**src/rtl/axi_stream_remove_header.sv**
```systemverilog
// AXI-Stream header stripper: drops R leading bytes per packet, repacks MSB-aligned.
// Define AXIS_RM_HDR_ERR_EN to add the err_short flag for dropped/malformed packets.
module axi_stream_remove_header #(
  parameter int DATA_WD      = 32,
  parameter int DATA_BYTE_WD = DATA_WD / 8,
  parameter int BYTE_CNT_WD  = $clog2(DATA_BYTE_WD)
) (
  input  logic                    clk,
  input  logic                    rst,
  input  logic                    valid_in,
  input  logic [DATA_WD-1:0]      data_in,
  input  logic [DATA_BYTE_WD-1:0] keep_in,
  input  logic                    last_in,
  output logic                    ready_in,
  output logic                    valid_out,
  output logic [DATA_WD-1:0]      data_out,
  output logic [DATA_BYTE_WD-1:0] keep_out,
  output logic                    last_out,
  input  logic                    ready_out,
`ifdef AXIS_RM_HDR_ERR_EN
  output logic                    err_short,
`endif
  input  logic                    valid_remove,
  input  logic [BYTE_CNT_WD-1:0]  byte_remove_cnt,
  output logic                    ready_remove
);
  localparam int W   = DATA_BYTE_WD;
  localparam int CW  = $clog2(W + 1);
  localparam int SHW = $clog2(DATA_WD) + 1;
  localparam logic [CW:0] W_C = (CW+1)'(W);

  typedef enum logic [2:0] {
    IDLE, FIRST, STREAM, FLUSH, DRAIN
  } state_t;

  function automatic logic [W-1:0] msb_mask(input logic [CW:0] n);
    logic [W-1:0] m;
    m = '0;
    for (int i = 0; i < W; i++)
      m[W-1-i] = n > (CW+1)'(i);
    return m;
  endfunction

  function automatic logic [CW-1:0] popcnt(input logic [W-1:0] v);
    logic [CW-1:0] s;
    s = '0;
    for (int i = 0; i < W; i++)
      s = s + CW'(v[i]);
    return s;
  endfunction

  function automatic logic [DATA_WD-1:0] byte_mask(input logic [W-1:0] kp);
    logic [DATA_WD-1:0] m;
    for (int i = 0; i < W; i++)
      m[i*8 +: 8] = {8{kp[i]}};
    return m;
  endfunction

  state_t                 state, state_d;
  logic [BYTE_CNT_WD-1:0] r, r_d;
  logic [DATA_WD-1:0]     hold, hold_d;
  logic [DATA_WD-1:0]     beat_m, ld_data;
  logic [CW-1:0]          k, fcnt, fcnt_d;
  logic [CW:0]            kk, rr, c;
  logic [SHW-1:0]         sh_r, sh_wr;
  logic [W-1:0]           ld_keep;
  logic                   ld, ld_last, out_free;

  // hold keeps its valid bytes at the MSB end, lanes below zeroed
  assign beat_m   = data_in & byte_mask(keep_in);
  assign k        = popcnt(keep_in);
  assign kk       = {1'b0, k};
  assign rr       = (CW+1)'(r);
  assign c        = W_C - rr + kk;
  assign sh_r     = SHW'({r, 3'b000});
  assign sh_wr    = SHW'(DATA_WD) - sh_r;
  assign out_free = !valid_out | ready_out;

  always_comb begin
    state_d      = state;
    r_d          = r;
    hold_d       = hold;
    fcnt_d       = fcnt;
    ld           = 1'b0;
    ld_data      = '0;
    ld_keep      = '0;
    ld_last      = 1'b0;
    ready_in     = 1'b0;
    ready_remove = 1'b0;
    unique case (state)
      IDLE: begin
        ready_remove = 1'b1;
        if (valid_remove) begin
          r_d     = byte_remove_cnt;
          state_d = FIRST;
        end
      end
      FIRST: begin
        ready_in = 1'b1;
        if (valid_in) begin
          hold_d = beat_m << sh_r;
          if (!last_in) begin
            state_d = STREAM;
          end else if (kk > rr) begin
            ld      = 1'b1;
            ld_data = beat_m << sh_r;
            ld_keep = msb_mask(kk - rr);
            ld_last = 1'b1;
            state_d = DRAIN;
          end else begin
            state_d = IDLE;
          end
        end
      end
      STREAM: begin
        ready_in = out_free;
        if (valid_in && out_free) begin
          ld      = 1'b1;
          ld_data = hold | (beat_m >> sh_wr);
          ld_keep = '1;
          hold_d  = beat_m << sh_r;
          if (last_in) begin
            if (c > W_C) begin
              fcnt_d  = CW'(c - W_C);
              state_d = FLUSH;
            end else begin
              ld_keep = msb_mask(c);
              ld_last = 1'b1;
              state_d = DRAIN;
            end
          end
        end
      end
      FLUSH: begin
        if (out_free) begin
          ld      = 1'b1;
          ld_data = hold;
          ld_keep = msb_mask({1'b0, fcnt});
          ld_last = 1'b1;
          state_d = DRAIN;
        end
      end
      DRAIN: begin
        if (out_free)
          state_d = IDLE;
      end
      default: state_d = IDLE;
    endcase
    if (rst) begin
      ready_in     = 1'b0;
      ready_remove = 1'b0;
    end
  end

  always_ff @(posedge clk or posedge rst) begin
    if (rst) begin
      state     <= IDLE;
      r         <= '0;
      hold      <= '0;
      fcnt      <= '0;
      valid_out <= 1'b0;
      data_out  <= '0;
      keep_out  <= '0;
      last_out  <= 1'b0;
    end else begin
      state <= state_d;
      r     <= r_d;
      hold  <= hold_d;
      fcnt  <= fcnt_d;
      if (ld) begin
        valid_out <= 1'b1;
        data_out  <= ld_data;
        keep_out  <= ld_keep;
        last_out  <= ld_last;
      end else if (ready_out) begin
        valid_out <= 1'b0;
      end
    end
  end

`ifdef AXIS_RM_HDR_ERR_EN
  logic drop, bad_keep;

  assign drop     = (state == FIRST) & valid_in & last_in & (kk <= rr);
  assign bad_keep = valid_in & ready_in & (keep_in != msb_mask(kk));

  always_ff @(posedge clk or posedge rst) begin
    if (rst)
      err_short <= 1'b0;
    else
      err_short <= drop | bad_keep;
  end
`endif

endmodule

```
**config.mk**
```make
export PLATFORM = sky130hd
export DESIGN_NAME = axi_stream_remove_header
export DESIGN_NICKNAME = d
export VERILOG_FILES = /design/src/rtl/axi_stream_remove_header.sv
export SDC_FILE = /design/constraint.sdc
export NUM_CORES = 1
export LEC_CHECK = 0
export CAP_MARGIN = 20
export CORE_UTILIZATION = 42
export CTS_CLUSTER_SIZE = 25
export DETAILED_ROUTE_END_ITERATION = 8
export PLACE_DENSITY = 0.66
export SYNTH_ARGS = -nofsm -noshare
export SYNTH_HDL_FRONTEND = slang
export SYNTH_SLANG_ARGS = --single-unit
```
**constraint.sdc**
```tcl
create_clock -name clk -period 4.9 [get_ports clk]
set_input_delay 0.735 -clock clk [delete_from_list [all_inputs] [get_ports clk]]
set_output_delay 0.735 -clock clk [all_outputs]
set_load 0.01 [all_outputs]
```
# Yosys cells after proc, flatten, opt, wreduce, memory -nomap -nowiden
# Cells that the tools add are included.
# op_classes
addsub	8
magnitude_cmp	14
n_eq_ne	10
shifts	2
mux	43
n_bitwise	3
n_reduce_logical	9
# op_table
operator	count
$mux W32	7
$pmux W32 S3	1
$pmux W32 S2	1
$and A32 B32 Y32	1
$or A32 B32 Y32	1
$shl A32 B5 Y32	1
$shr A32 B6 Y32	1
$mux W4	7
$mux W3	9
$gt A4 B1 Y1 const B	4
$gt A4 B2 Y1 const B	4
$pmux W3 S5	1
$mux W1	13
$ne A2 B2 Y1 const B	6
$pmux W4 S3	1
$eq A3 B2 Y1 const B	2
$gt A3 B1 Y1 const B	2
$gt A3 B2 Y1 const B	2
$pmux W1 S3	2
$reduce_and A6 Y1	1
$sub A6 B5 Y6 const A	1
$add A4 B3 Y4	1
$gt A4 B3 Y1 const B	1
$reduce_and A4 Y1	1
17 further kinds	18
# word_totals
ff_bits	78
inputBits	44
output_inout_bits	40
word_cells	97

# Longest topological paths before layout
# depth
depth_word	9
mapped_depth	11
mapped_depth_nobuf	11

# Worst setup path before layout
# Ideal clock, no wire load.
# synth_timing
kind	in2reg
startpoint	input port keep_in[0]
endpoint	register data_out[0]
setup_time_ns	0.126
t_arrival_ns	3.518
required_time_ns	4.774
slack_ns	1.256
path_stages	11
path_buffers	1
path_cell_list	fa_1 ha_1 ha_1 inv_1 fa_1 ha_1 or2_2 nor3_4 nor2_1 clkbuf_1 a221o_1
# synth_via
elab_chain_cells	8
elab_cells_between_ends	17
classes_between	add/sub: 3; order compare: 1; shift: 2; mux: 9; bitwise: 2
# synth_rtl
element	line_no	text
start, declared	12	input logic [DATA_BYTE_WD-1:0] keep_in,
$add A1 B1 Y2	48	s = s + CW'(v[i]);
$add A2 B1 Y3	48	
$add A3 B1 Y3	48	
$gt A3 B2 Y1	104	end else if (kk > rr) begin
$mux W32 / $mux W1 (equally long branches)	104	
$mux W32 / $mux W1 (equally long branches)	102	if (!last_in) begin
$mux W32 / $mux W1 (equally long branches)	100	if (valid_in) begin
$pmux W32 S3 / $pmux W1 S3 (equally long branches)	90	unique case (state)
end signal, assigned	172	data_out <= ld_data;
end, declared	16	output logic [DATA_WD-1:0] data_out,
# Several ways; a longest one is shown, not always the timed one.
# A chain may end at the register's enable or synchronous reset.

# Worst setup path after layout
# layout_timing
startpoint	input port keep_in[0]
endpoint	register data_out[30]
# Same word-level chain as after synthesis.

==> out/metrics.json <==
{
  "status": "finished clean",
  "vias_in_the_first_global_route": 4544,
  "core_area_um2": 11500,
  "routed_via_density": 6.32,
  "grt.overflow.total": 0,
  "cts_buffer_depth": 2,
  "setup_viol": 0,
  "detail_route.wl_per_cell_um": 20.9,
  "hold_ws_ns": 0.481,
  "mostFrequentLayoutCells": "clkdlybuf4s50_1 (83), dfrtp_1 (78), nand2_1 (45)",
  "regToRegStartpoint": "r[1]$_DFFE_PP0P_",
  "timing.final.crit_share": 0.826,
  "worst_skew_pair.late_latency_ns": 0.34,
  "remaining_drc_errors": 0,
  "cts_root_buf": "clkbuf_16",
  "via_count": 4623,
  "hold_violations": 0,
  "clkSinkCount": 78,
  "layout.nets": 638,
  "grt_pass1_wl_um": 24700,
  "post_route_ant_nets": 0,
  "finalMaxSlewViolations": 0,
  "fin_setup_tns_ns": 0,
  "drive_above_1_share": 0.107,
  "die_footprint_um2": 12300,
  "setup_ws_ns": 0.850,
  "cts_setup_buffers": 0,
  "seq_total_area_yosys": 0.392,
  "fp.dieW_um": 111,
  "timing.rr.end": "keep_out[0]$_DFFE_PP0P_",
  "drt_wl_total_um": 15300,
  "total_switching_power_uw": 1590,
  "num_antenna_cells": 0,
  "timing.critical_path.to": "data_out[30]$_DFFE_PP0P_",
  "p_leak_uw": 0.00256,
  "layout.core_utilization": 0.540,
  "sequentialPowerShare": 0.294,
  "critical_path_required_ns": 5.18,
  "synth.avg_cell_area_um2": 9.58,
  "start_to_end_type_of_the_worst_setup_path": "in2reg",
  "synth_top_area_frac": 0.392,
  "area.growth.synth_to_final_pct": 24.3,
  "dr.first_iter.drc_count": 336,
  "r2r_cells": 8,
  "ctsHoldBuffers": 0,
  "synthArstFlopShare": 1.00,
  "timing.final.crit_period_ns": 4.05,
  "detailed_route_wirelength_on_metal2_um": 7010,
  "postSynthNetCount": 575,
  "mostFrequentLayoutCell": "clkdlybuf4s50_1",
  "comb_power_share": 0.533,
  "worst-path-max-fanout": 15,
  "number_of_standard_cells_after_synthesis": 520,
  "p_total_uw": 3900,
  "synth_enable_flop_cells": 0,
  "synth_area_leader_cell": "dfrtp_1",
  "maxSlewHeadroom": 0.375,
  "netlist_area_um2": 4980,
  "endpoint_kind": "flip-flop",
  "p_int_uw": 2310,
  "wirelength_met1_um": 6910,
  "ys_seq_elements": 78,
  "regToRegSetupSlack_ns": 1.15,
  "drt_first_pass_iters": 5,
  "setup.worst_path.start": "keep_in[0]",
  "preCtsSetupSlack_ns": 0.505,
  "hold_path_class": "reg2reg",
  "worst_setup_path_start_kind": "primary input",
  "largest_net_degree_at_the_start_of_global_routing": 65,
  "power.ir.vdd_worst_mv": 0.332,
  "synthesis.yosys.warnings": 0,
  "cts_repair_resize_count": 0,
  "yosysUniqueCellTypes": 69,
  "path_clk_slew_ns": 0.06,
  "boundaryPins": 84,
  "p_sw_frac": 0.408,
  "tritoncts.num_buffers": 9,
  "rows": 39,
  "top_signal_layer_used": "met4",
  "synth-main-ff-cell": "dfrtp_1",
  "pwr-share-clk": 0.173,
  "timing.fmax_ghz": 0.247,
  "cp.arrival_ns": 4.33,
  "initial_utilization": 0.434,
  "p_per_area_nw_per_um2": 629,
  "gpl.final_weighted_congestion": 0.885,
  "tritoncts": "built",
  "route.met3.wl_um": 1050,
  "floorplan.die.height_um": 111,
  "synthTopCellsByArea": "dfrtp_1 (39%), mux2i_1 (6.4%), nand2_1 (3.4%)",
  "hold_depth": 1,
  "clock_skew_ns": 0.00655,
  "hpwl_um": 10900,
  "grt_setup_unrepaired": "false",
  "worst-slew-pin-transition_ns": 0.933,
  "grt_antenna_before_repair": 0,
  "io_buffer_count": 83,
  "grt_util_all_layers": 0.258,
  "htreeDepth": 3,
  "drv_cap": 0
}
synth_stat cells, drive strengths merged, types with 5 or more instances:
cell / instances
buf: 16
inv: 40
a211oi: 7
mux2i: 32
o22ai: 9
a31oi: 9
a21oi: 10
nand3b: 16
o2bb2ai: 8
o221ai: 9
a32oi: 7
clkbuf: 29
a311o: 5
o221a: 7
and3: 10
nand3: 18
a2bb2o: 7
o211ai: 8
nand2: 45
o21ai: 33
ha: 7
mux2: 11
dfrtp: 78
nor3: 14
or3: 5
a22oi: 8
a221o: 8
a32o: 8
nor2: 9
final cells by class:
cell class	count	area, um2
tap	143	179
timing repair buffer	97	940
inverter	40	150
clock inverter	6	61.3
sequential	78	1950
fill	1051	5270
clock buffer	10	239
multi-input combinational	357	2670
power by group through the flow:
stage	clock [uW]	sequential [uW]	combinational [uW]
final	674	1150	2080
after floorplan	0	1140	1370
after CTS	682	1140	2080
after global routing	709	1180	2270
after global placement	0	1140	2010
after detailed placement	0	1150	2060
worst max-delay path: stages:
cell and delay [ns]:
clkdlybuf4s50_1 0.45, fa_1 0.49, ha_1 0.23, ha_1 0.30, inv_1 0.06, fa_1 0.39
ha_1 0.20, or2_2 0.34, or3_1 0.47, nand2_1 0.40, o221a_2 0.27
metal layers:
metal	vias up	track usage
li1	2092	-
met1	2304	0.363
met2	201	0.403
met3	26	0.0465
met4	0	0.0827
met5	-	0
registers in the layout (all words and copies together) (netlist names):
name / flops
fcnt: 3
r: 2
keep_out: 4
valid_out: 1
hold: 32
last_out: 1
state: 3
data_out: 32
per-stage QoR:
stage | instances | area, um2
after floorplan | 520 | 4980
after global placement | 714 | 5880
after detailed placement | 715 | 5890
after CTS | 731 | 6190
after global routing | 731 | 6190
final | 731 | 6190
cell families after synthesis:
logic type,synth area share
DFF,0.392
and+or+nand+nor,0.167
adders and majority gates,0.0337
AOI/OAI and AO/OA,0.246
buffers and inverters,0.0726
muxes,0.0892
worst min path at each step:
stage	slack, ns	from	to
after floorplan	0.46	hold[15]$_DFFE_PP0P_	hold[15]$_DFFE_PP0P_
after global placement	0.47	hold[28]$_DFFE_PP0P_	hold[28]$_DFFE_PP0P_
after detailed placement	0.47	last_out$_DFFE_PP0P_	last_out$_DFFE_PP0P_
after CTS	0.48	last_out$_DFFE_PP0P_	last_out$_DFFE_PP0P_
after global routing	0.50	last_out$_DFFE_PP0P_	last_out$_DFFE_PP0P_
final	0.48	last_out$_DFFE_PP0P_	last_out$_DFFE_PP0P_
(Power assumes the default switching activity.)
